==> src/rtl/sync_fifo_pkg.sv <==
// sync_fifo_pkg: shared defaults, log2 helper and configuration check for sync_fifo.
// Latency: n/a (compile-time only).
// Backpressure: n/a.
package sync_fifo_pkg;

  localparam int DEF_DATA_WIDTH    = 8;
  localparam int DEF_FIFO_DEPTH    = 16;
  localparam int DEF_AFULL_THRESH  = 14;
  localparam int DEF_AEMPTY_THRESH = 2;

  // Smallest r with 2**r >= v; used to derive ADDR_WIDTH from FIFO_DEPTH.
  function automatic int clog2(input int v);
    int r;
    r = 0;
    while ((1 << r) < v) r = r + 1;
    return r;
  endfunction

  // Depth must be a power of two (>= 4), address width must match it,
  // and the thresholds must be ordered inside the depth.
  function automatic bit cfg_ok(input int depth, input int aw,
                                input int afull, input int aempty);
    return (depth >= 4) && ((depth & (depth - 1)) == 0) &&
           (aw == clog2(depth)) && (aempty < afull) && (afull <= depth);
  endfunction

endpackage

==> src/rtl/sync_fifo_if.sv <==
// sync_fifo_if: write/read handshake, data and status bundle of sync_fifo.
// Latency: n/a (wires only).
// Backpressure: producer watches full, consumer watches empty / r_valid.
interface sync_fifo_if #(
  parameter int DATA_WIDTH = 8,
  parameter int ADDR_WIDTH = 4
);
  logic                  w_en;
  logic [DATA_WIDTH-1:0] w_data;
  logic                  r_en;
  logic [DATA_WIDTH-1:0] r_data;
  logic                  r_valid;
  logic                  full;
  logic                  empty;
  logic                  almost_full;
  logic                  almost_empty;
  logic [ADDR_WIDTH:0]   count;
  logic                  overflow;
  logic                  underflow;

  // FIFO side
  modport slave (
    input  w_en, w_data, r_en,
    output r_data, r_valid, full, empty, almost_full, almost_empty,
           count, overflow, underflow
  );

  // Producer/consumer side
  modport master (
    output w_en, w_data, r_en,
    input  r_data, r_valid, full, empty, almost_full, almost_empty,
           count, overflow, underflow
  );
endinterface

==> src/rtl/sync_fifo_ram.sv <==
// sync_fifo_ram: single-clock dual-port storage, registered read port (+ comb port when SYNC_FIFO_FWFT_EN).
// Latency: write visible next cycle; registered read 1 cycle, comb read 0 cycles.
// Backpressure: none; caller guarantees legal addresses and enables.
module sync_fifo_ram #(
  parameter int DATA_WIDTH = 8,
  parameter int ADDR_WIDTH = 4
) (
  input  logic                  clk,
  input  logic                  rst_n,
  input  logic                  we_i,
  input  logic [ADDR_WIDTH-1:0] waddr_i,
  input  logic [DATA_WIDTH-1:0] wdata_i,
  input  logic                  re_i,
  input  logic [ADDR_WIDTH-1:0] raddr_i,
  output logic [DATA_WIDTH-1:0] rdata_o
`ifdef SYNC_FIFO_FWFT_EN
  ,
  output logic [DATA_WIDTH-1:0] rdata_c_o
`endif
);

  logic [DATA_WIDTH-1:0] mem_q [2**ADDR_WIDTH];
  logic [DATA_WIDTH-1:0] rdata_q;

  // Storage array: written on write enable, never reset.
  always_ff @(posedge clk) begin
    if (we_i) mem_q[waddr_i] <= wdata_i;
  end

  // Registered read port: loads on read enable, otherwise holds the last word.
  always_ff @(posedge clk or negedge rst_n) begin
    if (!rst_n)    rdata_q <= '0;
    else if (re_i) rdata_q <= mem_q[raddr_i];
  end

  assign rdata_o = rdata_q;

`ifdef SYNC_FIFO_FWFT_EN
  assign rdata_c_o = mem_q[raddr_i];
`endif

endmodule

==> src/rtl/sync_fifo.sv <==
// sync_fifo: single-clock FIFO with count, thresholds, overflow/underflow; FWFT read under SYNC_FIFO_FWFT_EN.
// Latency: r_en -> r_valid 1 cycle (FWFT: head word shown 1 cycle after its write).
// Backpressure: writes dropped when full, reads dropped when empty, each flagged by a 1-cycle pulse.
module sync_fifo
  import sync_fifo_pkg::*;
#(
  parameter int DATA_WIDTH    = DEF_DATA_WIDTH,
  parameter int FIFO_DEPTH    = DEF_FIFO_DEPTH,
  parameter int ADDR_WIDTH    = clog2(FIFO_DEPTH),
  parameter int AFULL_THRESH  = DEF_AFULL_THRESH,
  parameter int AEMPTY_THRESH = DEF_AEMPTY_THRESH
) (
  input  logic       clk,
  input  logic       rst_n,
  sync_fifo_if.slave fifo
);

  localparam int CNT_W = ADDR_WIDTH + 1;

  if (!cfg_ok(FIFO_DEPTH, ADDR_WIDTH, AFULL_THRESH, AEMPTY_THRESH)) begin : g_cfg_err
    $error("sync_fifo: illegal depth/address width/threshold combination");
  end

  logic [CNT_W-1:0]      wr_ptr_q, wr_ptr_d, rd_ptr_q, rd_ptr_d, count_q, count_d;
  logic                  full_q, full_d, empty_q, empty_d;
  logic                  afull_q, afull_d, aempty_q, aempty_d;
  logic                  ovf_q, unf_q, rvalid_q;
  logic                  wr_acc, rd_acc;
  logic [DATA_WIDTH-1:0] ram_rdata;

  // Accept decisions use only the registered flags, so a full FIFO never
  // accepts a write in the same cycle as a read frees a slot (no pass-through).
  // In FWFT mode r_valid equals !empty, so the same rule pops the shown word.
  always_comb begin
    wr_acc = fifo.w_en & ~full_q;
    rd_acc = fifo.r_en & ~empty_q;
  end

  // Next pointers, occupancy and flags; flags derive from the next count so
  // they move on the same edge as count.
  always_comb begin
    wr_ptr_d = wr_ptr_q + CNT_W'(wr_acc);
    rd_ptr_d = rd_ptr_q + CNT_W'(rd_acc);
    count_d  = count_q + CNT_W'(wr_acc) - CNT_W'(rd_acc);
    full_d   = (count_d == CNT_W'(FIFO_DEPTH));
    empty_d  = (count_d == '0);
    afull_d  = (int'(count_d) >= AFULL_THRESH);
    aempty_d = (int'(count_d) <= AEMPTY_THRESH);
  end

  // Control state; reset discards everything in flight and restarts at address 0.
  always_ff @(posedge clk or negedge rst_n) begin
    if (!rst_n) begin
      wr_ptr_q <= '0;
      rd_ptr_q <= '0;
      count_q  <= '0;
      full_q   <= 1'b0;
      empty_q  <= 1'b1;
      afull_q  <= 1'b0;
      aempty_q <= 1'b1;
      ovf_q    <= 1'b0;
      unf_q    <= 1'b0;
      rvalid_q <= 1'b0;
    end else begin
      wr_ptr_q <= wr_ptr_d;
      rd_ptr_q <= rd_ptr_d;
      count_q  <= count_d;
      full_q   <= full_d;
      empty_q  <= empty_d;
      afull_q  <= afull_d;
      aempty_q <= aempty_d;
      ovf_q    <= fifo.w_en & full_q;
      unf_q    <= fifo.r_en & empty_q;
      rvalid_q <= rd_acc;
    end
  end

  sync_fifo_ram #(
    .DATA_WIDTH (DATA_WIDTH),
    .ADDR_WIDTH (ADDR_WIDTH)
  ) u_ram (
    .clk       (clk),
    .rst_n     (rst_n),
    .we_i      (wr_acc),
    .waddr_i   (wr_ptr_q[ADDR_WIDTH-1:0]),
    .wdata_i   (fifo.w_data),
    .re_i      (rd_acc),
    .raddr_i   (rd_ptr_q[ADDR_WIDTH-1:0]),
`ifdef SYNC_FIFO_FWFT_EN
    .rdata_o   (ram_rdata),
    .rdata_c_o (fifo.r_data)
`else
    .rdata_o   (ram_rdata)
`endif
  );

`ifdef SYNC_FIFO_FWFT_EN
  // Head word is presented combinationally; the registered port is idle here.
  logic unused_rd;
  assign unused_rd    = ^{ram_rdata, rvalid_q};
  assign fifo.r_valid = ~empty_q;
`else
  assign fifo.r_data  = ram_rdata;
  assign fifo.r_valid = rvalid_q;
`endif

  assign fifo.full         = full_q;
  assign fifo.empty        = empty_q;
  assign fifo.almost_full  = afull_q;
  assign fifo.almost_empty = aempty_q;
  assign fifo.count        = count_q;
  assign fifo.overflow     = ovf_q;
  assign fifo.underflow    = unf_q;

endmodule

==> src/flat_wrapper.sv <==
// flat-port wrapper written by rule: the top's interface ports become plain ports
module sync_fifo_flat import sync_fifo_pkg::*;
#(
  parameter int DATA_WIDTH    = DEF_DATA_WIDTH,
  parameter int FIFO_DEPTH    = DEF_FIFO_DEPTH,
  parameter int ADDR_WIDTH    = clog2(FIFO_DEPTH),
  parameter int AFULL_THRESH  = DEF_AFULL_THRESH,
  parameter int AEMPTY_THRESH = DEF_AEMPTY_THRESH
)
  (clk, rst_n, fifo_w_en, fifo_w_data, fifo_r_en, fifo_r_data, fifo_r_valid, fifo_full, fifo_empty, fifo_almost_full, fifo_almost_empty, fifo_count, fifo_overflow, fifo_underflow);
  sync_fifo_if #(.DATA_WIDTH(DATA_WIDTH), .ADDR_WIDTH(ADDR_WIDTH)) fifo_i ();
  input  logic clk;
  input  logic rst_n;
  input wire logic [$bits(fifo_i.w_en)-1:0] fifo_w_en;
  input wire logic [$bits(fifo_i.w_data)-1:0] fifo_w_data;
  input wire logic [$bits(fifo_i.r_en)-1:0] fifo_r_en;
  output wire logic [$bits(fifo_i.r_data)-1:0] fifo_r_data;
  output wire logic [$bits(fifo_i.r_valid)-1:0] fifo_r_valid;
  output wire logic [$bits(fifo_i.full)-1:0] fifo_full;
  output wire logic [$bits(fifo_i.empty)-1:0] fifo_empty;
  output wire logic [$bits(fifo_i.almost_full)-1:0] fifo_almost_full;
  output wire logic [$bits(fifo_i.almost_empty)-1:0] fifo_almost_empty;
  output wire logic [$bits(fifo_i.count)-1:0] fifo_count;
  output wire logic [$bits(fifo_i.overflow)-1:0] fifo_overflow;
  output wire logic [$bits(fifo_i.underflow)-1:0] fifo_underflow;
  assign fifo_i.w_en = fifo_w_en;
  assign fifo_i.w_data = fifo_w_data;
  assign fifo_i.r_en = fifo_r_en;
  assign fifo_r_data = fifo_i.r_data;
  assign fifo_r_valid = fifo_i.r_valid;
  assign fifo_full = fifo_i.full;
  assign fifo_empty = fifo_i.empty;
  assign fifo_almost_full = fifo_i.almost_full;
  assign fifo_almost_empty = fifo_i.almost_empty;
  assign fifo_count = fifo_i.count;
  assign fifo_overflow = fifo_i.overflow;
  assign fifo_underflow = fifo_i.underflow;
  sync_fifo #(.DATA_WIDTH(DATA_WIDTH), .FIFO_DEPTH(FIFO_DEPTH), .ADDR_WIDTH(ADDR_WIDTH), .AFULL_THRESH(AFULL_THRESH), .AEMPTY_THRESH(AEMPTY_THRESH)) u_core (.clk(clk), .rst_n(rst_n), .fifo(fifo_i));
endmodule
==> config.mk <==
export PLATFORM = sky130hd
export DESIGN_NAME = sync_fifo_flat
export DESIGN_NICKNAME = d
export VERILOG_FILES = /design/src/rtl/sync_fifo_pkg.sv /design/src/rtl/sync_fifo_if.sv /design/src/rtl/sync_fifo_ram.sv /design/src/rtl/sync_fifo.sv /design/src/flat_wrapper.sv
export SDC_FILE = /design/constraint.sdc
export NUM_CORES = 1
export LEC_CHECK = 0
export BUFFER_PORTS_ARGS = -buffer_cell sky130_fd_sc_hd__buf_2
export CAP_MARGIN = 20
export CELL_PAD_IN_SITES_DETAIL_PLACEMENT = 2
export CELL_PAD_IN_SITES_GLOBAL_PLACEMENT = 2
export CORE_MARGIN = 5
export CORE_UTILIZATION = 49
export CTS_CLUSTER_DIAMETER = 100
export DETAILED_ROUTE_END_ITERATION = 7
export PLACE_DENSITY_LB_ADDON = 0.1
export SLEW_MARGIN = 40
export SYNTH_ARGS = -nofsm -noshare
export SYNTH_HDL_FRONTEND = slang
export SYNTH_SLANG_ARGS = --single-unit
==> constraint.sdc <==
create_clock -name clk -period 7.7 [get_ports clk]
set_clock_uncertainty 0.15 [all_clocks]
set_input_delay 0.77 -clock clk [delete_from_list [all_inputs] [get_ports clk]]
set_output_delay 0.77 -clock clk [all_outputs]
set_load 0.01 [all_outputs]
==> impl_summary.log, run 1 <==
INFO  metric syn-cell-area = 0.00619 mm^2
INFO  metric initial_cell_density_of_the_core = 49.4%
INFO  metric cts_tree = done
INFO  metric cts_buffer_depth = 2
INFO  metric post_synthesis_net_count = 402
INFO  metric area_contributors_post_synth = edfxtp_1, dfrtp_1, mux2i_1, a22oi_1, nand3_1
INFO  metric buffer_ports.inserted = 31
INFO  metric drt_pre_antenna_iters = 4
INFO  metric finalWorstPathRequiredPeriod = 3.23 ns
INFO  metric dp_slack = 4.19 ns
INFO  metric clk_latency = 0.43 ns
INFO  metric numPlacedInstances = 570
INFO  metric met3_wirelength = 835 um
INFO  metric clock_buffers_created_by_tritoncts = 17
INFO  metric routed_length_per_instance = 27.8 um
INFO  metric timing.critical_path.to_type = flip-flop
INFO  metric num-nets-final = 438
INFO  metric synth-seq-cells = 156
INFO  metric hpwlAfterDp = 10,200 um
INFO  metric drt-met1-wl = 6480 um
INFO  metric finalWorstSetupSlack = 4.47 ns
INFO  metric rows = 41
INFO  metric synth_enable_flop_cells = 128
INFO  metric count_of_endpoints_failing_hold_in_the_final_timing_report = 0
INFO  metric synthMostInstantiatedCell = edfxtp_1
INFO  metric synth_flop_cell = edfxtp_1
INFO  metric grt_setup_unrepaired = no
INFO  metric synthDistinctLibCells = 32
INFO  metric synth-async-reset-ratio = 17.9%
INFO  metric yosys.area.top_type = edfxtp_1
INFO  metric first_iter_violations = 242
INFO  metric clock_tree.root_cell = clkbuf_16
INFO  metric grt_max_degree = 46
INFO  metric grtUsageTotal = 24.4%
INFO  metric route.detailed.drc = 0
INFO  metric cts_hold_buf = 0
INFO  metric overall_die_width = 122 um
INFO  metric h-tree-depth = 4
INFO  metric layout-drive-gt1-share = 18.6%
INFO  metric postSynthAreaPerCell = 16.2 um^2
INFO  metric finalSetupViolations = 0
INFO  metric top_level_port_count = 32
INFO  metric grt_first_pass_wirelength = 25,400 um
INFO  metric total_congestion_overflow = 0
INFO  metric wl_met2 = 8890 um
INFO  metric final_antenna_net_count = 0
INFO  metric timing.hold.ws = 0.242 ns
INFO  metric synth_warnings = 0
INFO  metric clock_sink_count = 156
INFO  metric fillerInstances = 1,136
INFO  metric outcome = completed
INFO  metric start_kind = flip-flop
INFO  metric post_cts_gate_resize_count = 0
INFO  metric floorplan.die.height = 122 um
INFO  metric post-route-period-util = 41.9%
INFO  metric syn_inst = 381
INFO  metric flow.area_growth_from_synthesis = 14.7%
INFO  metric power_density_relative_to_cell_area = 414 mW/mm^2
INFO  metric cellLeakagePower = 0.00266 uW
INFO  metric top_layer = met4
INFO  metric post_route_wl = 16,700 um
INFO  metric ys_top_cells_by_count = edfxtp_1, mux2i_1, dfrtp_1, nand3_1, a22oi_1
INFO  metric antenna_found_initial = 0
INFO  metric path_clk_slew = 0.06 ns
INFO  metric avgViaCountPerCell = 5.79
INFO  metric final-instance-count-excl-fill = 602
INFO  metric finalWeightedCongestion = 0.782
INFO  metric yosysSeqAreaShare = 73.5%
INFO  metric floorplan.core_area = 0.0125 mm^2
INFO  metric antenna_cells_inserted = 0
INFO  metric actual_slew_at_the_worst_max_slew_pin = 0.885 ns
INFO  metric worstPathRequired = 7.86 ns
INFO  metric cts_setup_buffers = 0
INFO  metric detailroute.via_count = 3,488
INFO  metric worst_slew_margin_rel = 40.8%
INFO  metric criticalPathCategory = reg2reg
INFO  metric yosysTopAreaCellShare = 62.1%
INFO  metric worst_hold_path_type = in2async
INFO  metric ir_drop = 0.253 mV
INFO  metric summed_negative_setup_slack_over_all_endpoints = 0 ns
INFO  metric crit_fanout = 10
INFO  metric critPathArrivalTime = 3.39 ns
INFO  metric final-max-slew-violation-count = 0
INFO  metric fp.dieArea = 0.0150 mm^2
INFO  metric number_of_global_route_vias_before_repair = 4,019
INFO  metric timing.fmax = 0.310 GHz
INFO  metric number_of_max_capacitance_violations_reported = 0
[state kept, by name (all words and copies together) (netlist names)]
name and cells:
u_core.u_ram.mem_q 128, u_core.rd_ptr_q 4, u_core.fifo.almost_empty 1, u_core.fifo.overflow 1
u_core.fifo.count 5, u_core.wr_ptr_q 4, u_core.fifo.underflow 1, u_core.fifo.almost_full 1
u_core.fifo.r_valid 1, u_core.u_ram.rdata_o 8, u_core.fifo.empty 1, u_core.fifo.full 1
[area by class of cell]
type,instances,area (um^2),share of cell area [%]
inverter,7,26.3,0.370
clock inverter,8,95.1,1.34
clock buffer,24,472,6.65
tap,172,215,3.03
sequential,156,4550,64.1
timing repair buffer,35,185,2.61
multi-input combinational,200,1550,21.9
[cell families after synthesis]
| family | count (synthesis) | synth area share (%) |
|---|---|---|
| flip-flops | 156 | 73.5 |
| buffers and inverters | 25 | 2.02 |
| adder cells (fa/ha/maj) | 9 | 1.94 |
| multiplexers | 64 | 10.4 |
| XOR/XNOR | 9 | 1.52 |
| AND/OR/NAND/NOR | 81 | 6.41 |
| AO/OA/AOI/OAI | 37 | 4.29 |
[where the power goes]
group          total (uW)  switching [uW]  internal, uW
Combinational         936             587           349
Sequential           1190             126          1060
Clock                 815             323           492
Total                2940            1040          1900
[critical path, cell delays in order, from the launching register on]
cell	delay, ns
dfstp_2	0.55
nand2b_1	0.39
inv_2	0.12
ha_1	0.30
inv_1	0.04
ha_1	0.22
fa_1	0.42
a21o_1	0.20
a21oi_2	0.19
xnor2_2	0.14
a2111oi_2	0.38
[path summary, 6_finish.rpt]
check,start,end,slack [ns],depth (start not counted)
min,rst_n,u_core.fifo.count[3],0.24,1
min in group clk,u_core.u_ram.rdata_o[3],u_core.u_ram.rdata_o[3],0.33,2
max,u_core.fifo.empty,u_core.fifo.almost_empty,4.47,10
max in group asynchronous,rst_n,u_core.rd_ptr_q[1],6.64,1
min reg2reg,u_core.u_ram.rdata_o[3],u_core.u_ram.rdata_o[3],0.33,2
max reg2reg,u_core.fifo.empty,u_core.fifo.almost_empty,4.47,10
[per-stage QoR]
step / cell area [um^2] / power (uW) / util [%]
global placement: 6490 / 2040 / 51.9
floorplan: 6190 / 1790 / -
detailed placement: 6510 / 2120 / 52.0
global route: 7100 / 3090 / 56.7
finish: 7100 / 2940 / 56.7
CTS: 7080 / 2960 / 56.6
[metal layers]
metal  global-route usage [%]  vias to the layer above
met2                     42.1                       99
met1                     28.2                     1832
met3                     7.14                       39
met5                        0                        -
li1                         -                     1518
met4                     10.6                        0
[placed cells by master (no fill, tap or decap), types with 3 or more instances in the layout]
cell	netlist	final
edfxtp_1	128	128
mux2i_1	64	64
buf_2	10	31
nand3_1	26	26
dfrtp_1	26	25
a22oi_1	23	23
nand2_1	19	19
clkbuf_16	0	17
a21oi_1	9	9
ha_1	8	8
nor2_1	13	7
inv_1	6	6
nor2_2	0	6
and2_1	5	5
clkbuf_1	3	5
xnor2_1	4	4
nor3_2	0	4
clkinv_2	0	4
buf_4	5	4
xor2_1	3	3
nand2b_1	3	3
nor2b_1	3	3
Note: power is estimated with default switching activity, not from simulation.
==> run 2: changes to the inputs <==
--- a/config.mk
+++ b/config.mk
@@ -5,12 +5,13 @@
 export SDC_FILE = /design/constraint.sdc
 export NUM_CORES = 1
 export LEC_CHECK = 0
+export ABC_AREA = 1
 export BUFFER_PORTS_ARGS = -buffer_cell sky130_fd_sc_hd__buf_2
 export CAP_MARGIN = 20
 export CELL_PAD_IN_SITES_DETAIL_PLACEMENT = 2
 export CELL_PAD_IN_SITES_GLOBAL_PLACEMENT = 2
 export CORE_MARGIN = 5
-export CORE_UTILIZATION = 49
+export CORE_UTILIZATION = 37
 export CTS_CLUSTER_DIAMETER = 100
 export DETAILED_ROUTE_END_ITERATION = 7
 export PLACE_DENSITY_LB_ADDON = 0.1
==> constraint.sdc (replaced) <==
create_clock -name clk -period 2.6 [get_ports clk]
set_clock_uncertainty 0.15 [all_clocks]
set_input_delay 0.26 -clock clk [delete_from_list [all_inputs] [get_ports clk]]
set_output_delay 0.26 -clock clk [all_outputs]
set_load 0.01 [all_outputs]
==> run 2 against run 1 <==
  * Flip-flop and latch count stayed put
  * Sequential power grew to 2.8 times the previous value
  * Clock power grew to 3.2 times the previous value
  * Utilization shrank 13 points
  * Largest cell class unchanged
  * Highest routed layer unchanged
==> impl_summary.log, run 2 <==
INFO  metric fillerInstances = 1,790 (+58%)
INFO  metric floorplan.die.height = 142 um (+16%)
INFO  metric area.sequential = 0.00455 mm^2 (about the same)
INFO  metric finalWeightedCongestion = 0.792 (+1.3%)
INFO  metric syn-cell-area = 0.00643 mm^2 (+3.9%)
INFO  metric number_of_global_route_vias_before_repair = 4,762 (+18%)
INFO  metric timing.fmax = 0.412 GHz
INFO  metric cts_tree = done
INFO  metric numPlacedInstances = 807 (+42%)
INFO  metric timing.critical_path.to_type = flip-flop
INFO  metric commonest_non_fill_non_tap_cells_in_the_layout = nand2_1, edfxtp_1, nand3_1
INFO  metric clock_tree.root_cell = clkbuf_16
INFO  metric summed_negative_setup_slack_over_all_endpoints = 0 ns (unchanged)
INFO  metric rrSetupSlack = 0.18 ns (-4.29 ns)
INFO  metric synth_enable_flop_cells = 128 (unchanged)
INFO  metric clock_sink_count = 156 (unchanged)
INFO  metric ys_top_cells_by_count = nand2_1, edfxtp_1, nand3_1
INFO  metric buffer_ports.inserted = 31 (unchanged)
INFO  metric routed_length_per_instance = 21.0 um (-24%)
INFO  metric area_contributors_post_synth = edfxtp_1, nand2_1, dfrtp_1, nand3_1, buf_6
INFO  metric crit_end = u_core.fifo.full
INFO  metric criticalPathCategory = in2reg
INFO  metric multi_input_area = 0.00161 mm^2 (+3.6%)
INFO  metric hpwlAfterDp = 11,700 um (+14%)
INFO  metric num-nets-final = 625 (+43%)
INFO  metric count_of_endpoints_failing_hold_in_the_final_timing_report = 0 (unchanged)
INFO  metric final-instance-count-excl-fill = 842 (+40%)
INFO  metric worst_r2r_path_depth = 9 (-1)
INFO  metric post-route-period-util = 93.3%
INFO  metric final_antenna_net_count = 0 (unchanged)
INFO  metric floorplan.core_area = 0.0172 mm^2 (+37%)
INFO  metric clock_buffers_created_by_tritoncts = 17 (unchanged)
INFO  metric post_synthesis_net_count = 580 (+44%)
INFO  metric crit_fanout = 3 (-7)
INFO  metric largest_register = u_core.u_ram.mem_q
INFO  metric overall_die_width = 142 um (+16%)
INFO  metric detailroute.via_count = 4,221 (+21%)
INFO  metric h-tree-depth = 4 (unchanged)
INFO  metric start_kind = primary input
INFO  metric crit-reg2reg-capture = u_core.fifo.full
INFO  metric syn_inst = 559 (+47%)
INFO  metric yosys.area.top_type = edfxtp_1
INFO  metric yosysTopAreaCellShare = 59.8% (-2.4 points)
INFO  metric grt_first_pass_wirelength = 27,700 um (+9.3%)
INFO  metric crit-reg2reg-launch = u_core.fifo.empty
INFO  metric top_level_port_count = 32 (unchanged)
INFO  metric cellLeakagePower = 0.00303 uW (+14%)
INFO  metric flow.area_growth_from_synthesis = 16.6%
INFO  metric antenna_cells_inserted = 0 (unchanged)
INFO  metric largest_stage_delay_worst_path = 0.54 ns (about the same)
INFO  metric worst_hold_path_type = in2reg
INFO  metric critPathArrivalTime = 2.58 ns (-0.81 ns)
INFO  metric ir_drop = 0.584 mV (+130%)
INFO  metric avgViaCountPerCell = 5.01 (-13%)
INFO  metric post_route_wl = 17,700 um (+5.6%)
INFO  metric drt_pre_antenna_iters = 4 (unchanged)
INFO  metric synth_flop_cell = edfxtp_1
INFO  metric clk_latency = 0.42 ns (about the same)
INFO  metric initial_cell_density_of_the_core = 37.4% (-12 points)
INFO  metric postSynthAreaPerCell = 11.5 um^2 (-29%)
INFO  metric synth-seq-cells = 156 (unchanged)
INFO  metric cp.depth = 12 (+2)
INFO  metric worstPathRequired = 2.75 ns (-5.11 ns)
INFO  metric mostFrequentLayoutCell = nand2_1
INFO  metric total_congestion_overflow = 0 (unchanged)
INFO  metric finalWorstPathRequiredPeriod = 2.43 ns
INFO  metric crit_start = fifo_r_en
INFO  metric cp.buffers_inverters = 5 (+3)
INFO  metric synth_warnings = 0 (unchanged)
INFO  metric fp.dieArea = 0.0201 mm^2 (+34%)
INFO  metric grtUsageTotal = 18.6% (-5.7 points)
INFO  metric outcome = completed
INFO  metric synth-async-reset-ratio = 17.9% (unchanged)
INFO  metric number_of_max_capacitance_violations_reported = 0 (unchanged)
INFO  metric grt_max_degree = 66 (+43%)
INFO  metric synthMostInstantiatedCell = nand2_1
INFO  metric path_delay_family = adder cells
INFO  metric launch_point_of_the_worst_hold_path = fifo_w_data[4]
INFO  metric timing.critical_path.mode_cell = inv_1
INFO  metric layout-drive-gt1-share = 14.9% (-3.7 points)
INFO  metric yosysSeqAreaShare = 70.7% (-2.8 points)
INFO  metric actual_slew_at_the_worst_max_slew_pin = 0.739 ns (-0.147 ns)
INFO  metric worst_slew_margin_rel = 50.6% (+9.8 points)
INFO  metric route.detailed.drc = 0 (unchanged)
INFO  metric timing.hold.ws = 0.129 ns (-0.112 ns)
INFO  metric final-max-slew-violation-count = 0 (unchanged)
INFO  metric cts_buffer_depth = 2 (unchanged)
INFO  metric finalSetupViolations = 0 (unchanged)
INFO  metric timing.critical_path.slowest_stage_cell = dlygate4sd3_1
INFO  metric max_reg_flops = 128 (unchanged)
INFO  metric grt_setup_unrepaired = no
INFO  metric power_density_relative_to_cell_area = 1230 mW/mm^2 (+200%)
INFO  metric first_iter_violations = 219 (-9.5%)
INFO  metric rows = 48 (+17%)
INFO  metric antenna_found_initial = 0 (unchanged)
INFO  metric path_clk_slew = 0.06 ns (about the same)
INFO  metric synthDistinctLibCells = 20 (-38%)
INFO  metric cts_setup_buffers = 0 (unchanged)
INFO  metric timing.critical_path.cells = dlygate4sd3_1 -> buf_2 -> inv_1 -> nor2_1 -> ha_1 -> inv_1 -> ha_1 -> fa_1 -> xor2_1 -> inv_1 -> nand3_1 -> nor2_1
run 2: changes by cell type after synthesis, moves of 7 or more:
| cell | before | now |
|---|---|---|
| mux2i_1 | 64 | 0 |
| a21oi_1 | 9 | 2 |
| a22oi_1 | 23 | 0 |
| buf_6 | 0 | 12 |
| inv_1 | 6 | 15 |
| nand3_1 | 26 | 104 |
| nor2_1 | 13 | 25 |
| nand2_1 | 19 | 203 |
run 2: stage by stage:
stage	setup WS, ns	instance area, um^2	total power [uW]	utilization [%]
finish	0.173	7500	9230	43.7
global route	0.0239	7500	9870	43.7
CTS	0.0919	7490	9360	43.6
detailed placement	0.102	6830	6740	39.8
global placement	0.220	6830	6550	39.8
floorplan	0.0922	6430	5570	-
run 2: area by class of cell:
type,instances,share of cell area (%)
inverter,22,1.10
sequential,156,60.6
clock inverter,9,1.25
timing repair buffer,52,4.60
clock buffer,23,7.24
tap,225,3.75
multi-input combinational,355,21.4
run 2: worst min-delay path by stage:
stage | to | slack [ns] | cells after the start
6_report | u_core.u_ram.mem_q[10][4] | 0.13 | 1
4_1_cts | u_core.u_ram.mem_q[4][4] | 0.11 | 1
3_3_place_gp | u_core.u_ram.rdata_o[1] | 0.16 | 1
3_5_place_dp | u_core.u_ram.rdata_o[1] | 0.18 | 1
2_1_floorplan | u_core.fifo.almost_full | -0.19 | 0
5_1_grt | u_core.u_ram.mem_q[14][4] | 0.11 | 1
run 2: report_power, final:
group          total [uW]  switching (uW)  internal (uW)
registers            3340             204           3140
logic                3300            2310            990
clock network        2580             997           1580
run 2: routing by layer:
layer  vias to the layer above  part of all wire [%]  GRT usage (%)
li1                       1983                     -              -
met1                      2179                    45           24.0
met2                        39                    52           32.4
met3                        20                   2.1           3.40
met4                         0                   1.2           5.00
met5                         -                     0              0
run 2: cells by family (layout without fill, tap and decap cells):
| group | count (synthesis) | in the layout | share of synthesized area, % |
|---|---|---|---|
| buf+inv | 48 | 106 | 4.44 |
| simple gates | 335 | 335 | 21.7 |
| compound gates | 4 | 4 | 0.350 |
| flops | 156 | 156 | 70.7 |
| fa+ha+maj | 9 | 9 | 1.87 |
| xor+xnor | 7 | 7 | 0.953 |
run 2: what timing repair did:
item,CTS,global route
gates resized for setup,0,1
setup endpoints to repair,0,3
hold buffers,3,0
endpoints found under the hold margin,28,0
run 2: worst reg2reg max path, delay by kind of cell, from the launching register on:
family	cells	cell delay, ns
adder cells (fa/ha/maj)	3	0.92
flip-flops	1	0.54
AND/OR/NAND/NOR	3	0.28
XOR/XNOR	1	0.28
buffers and inverters	2	0.15
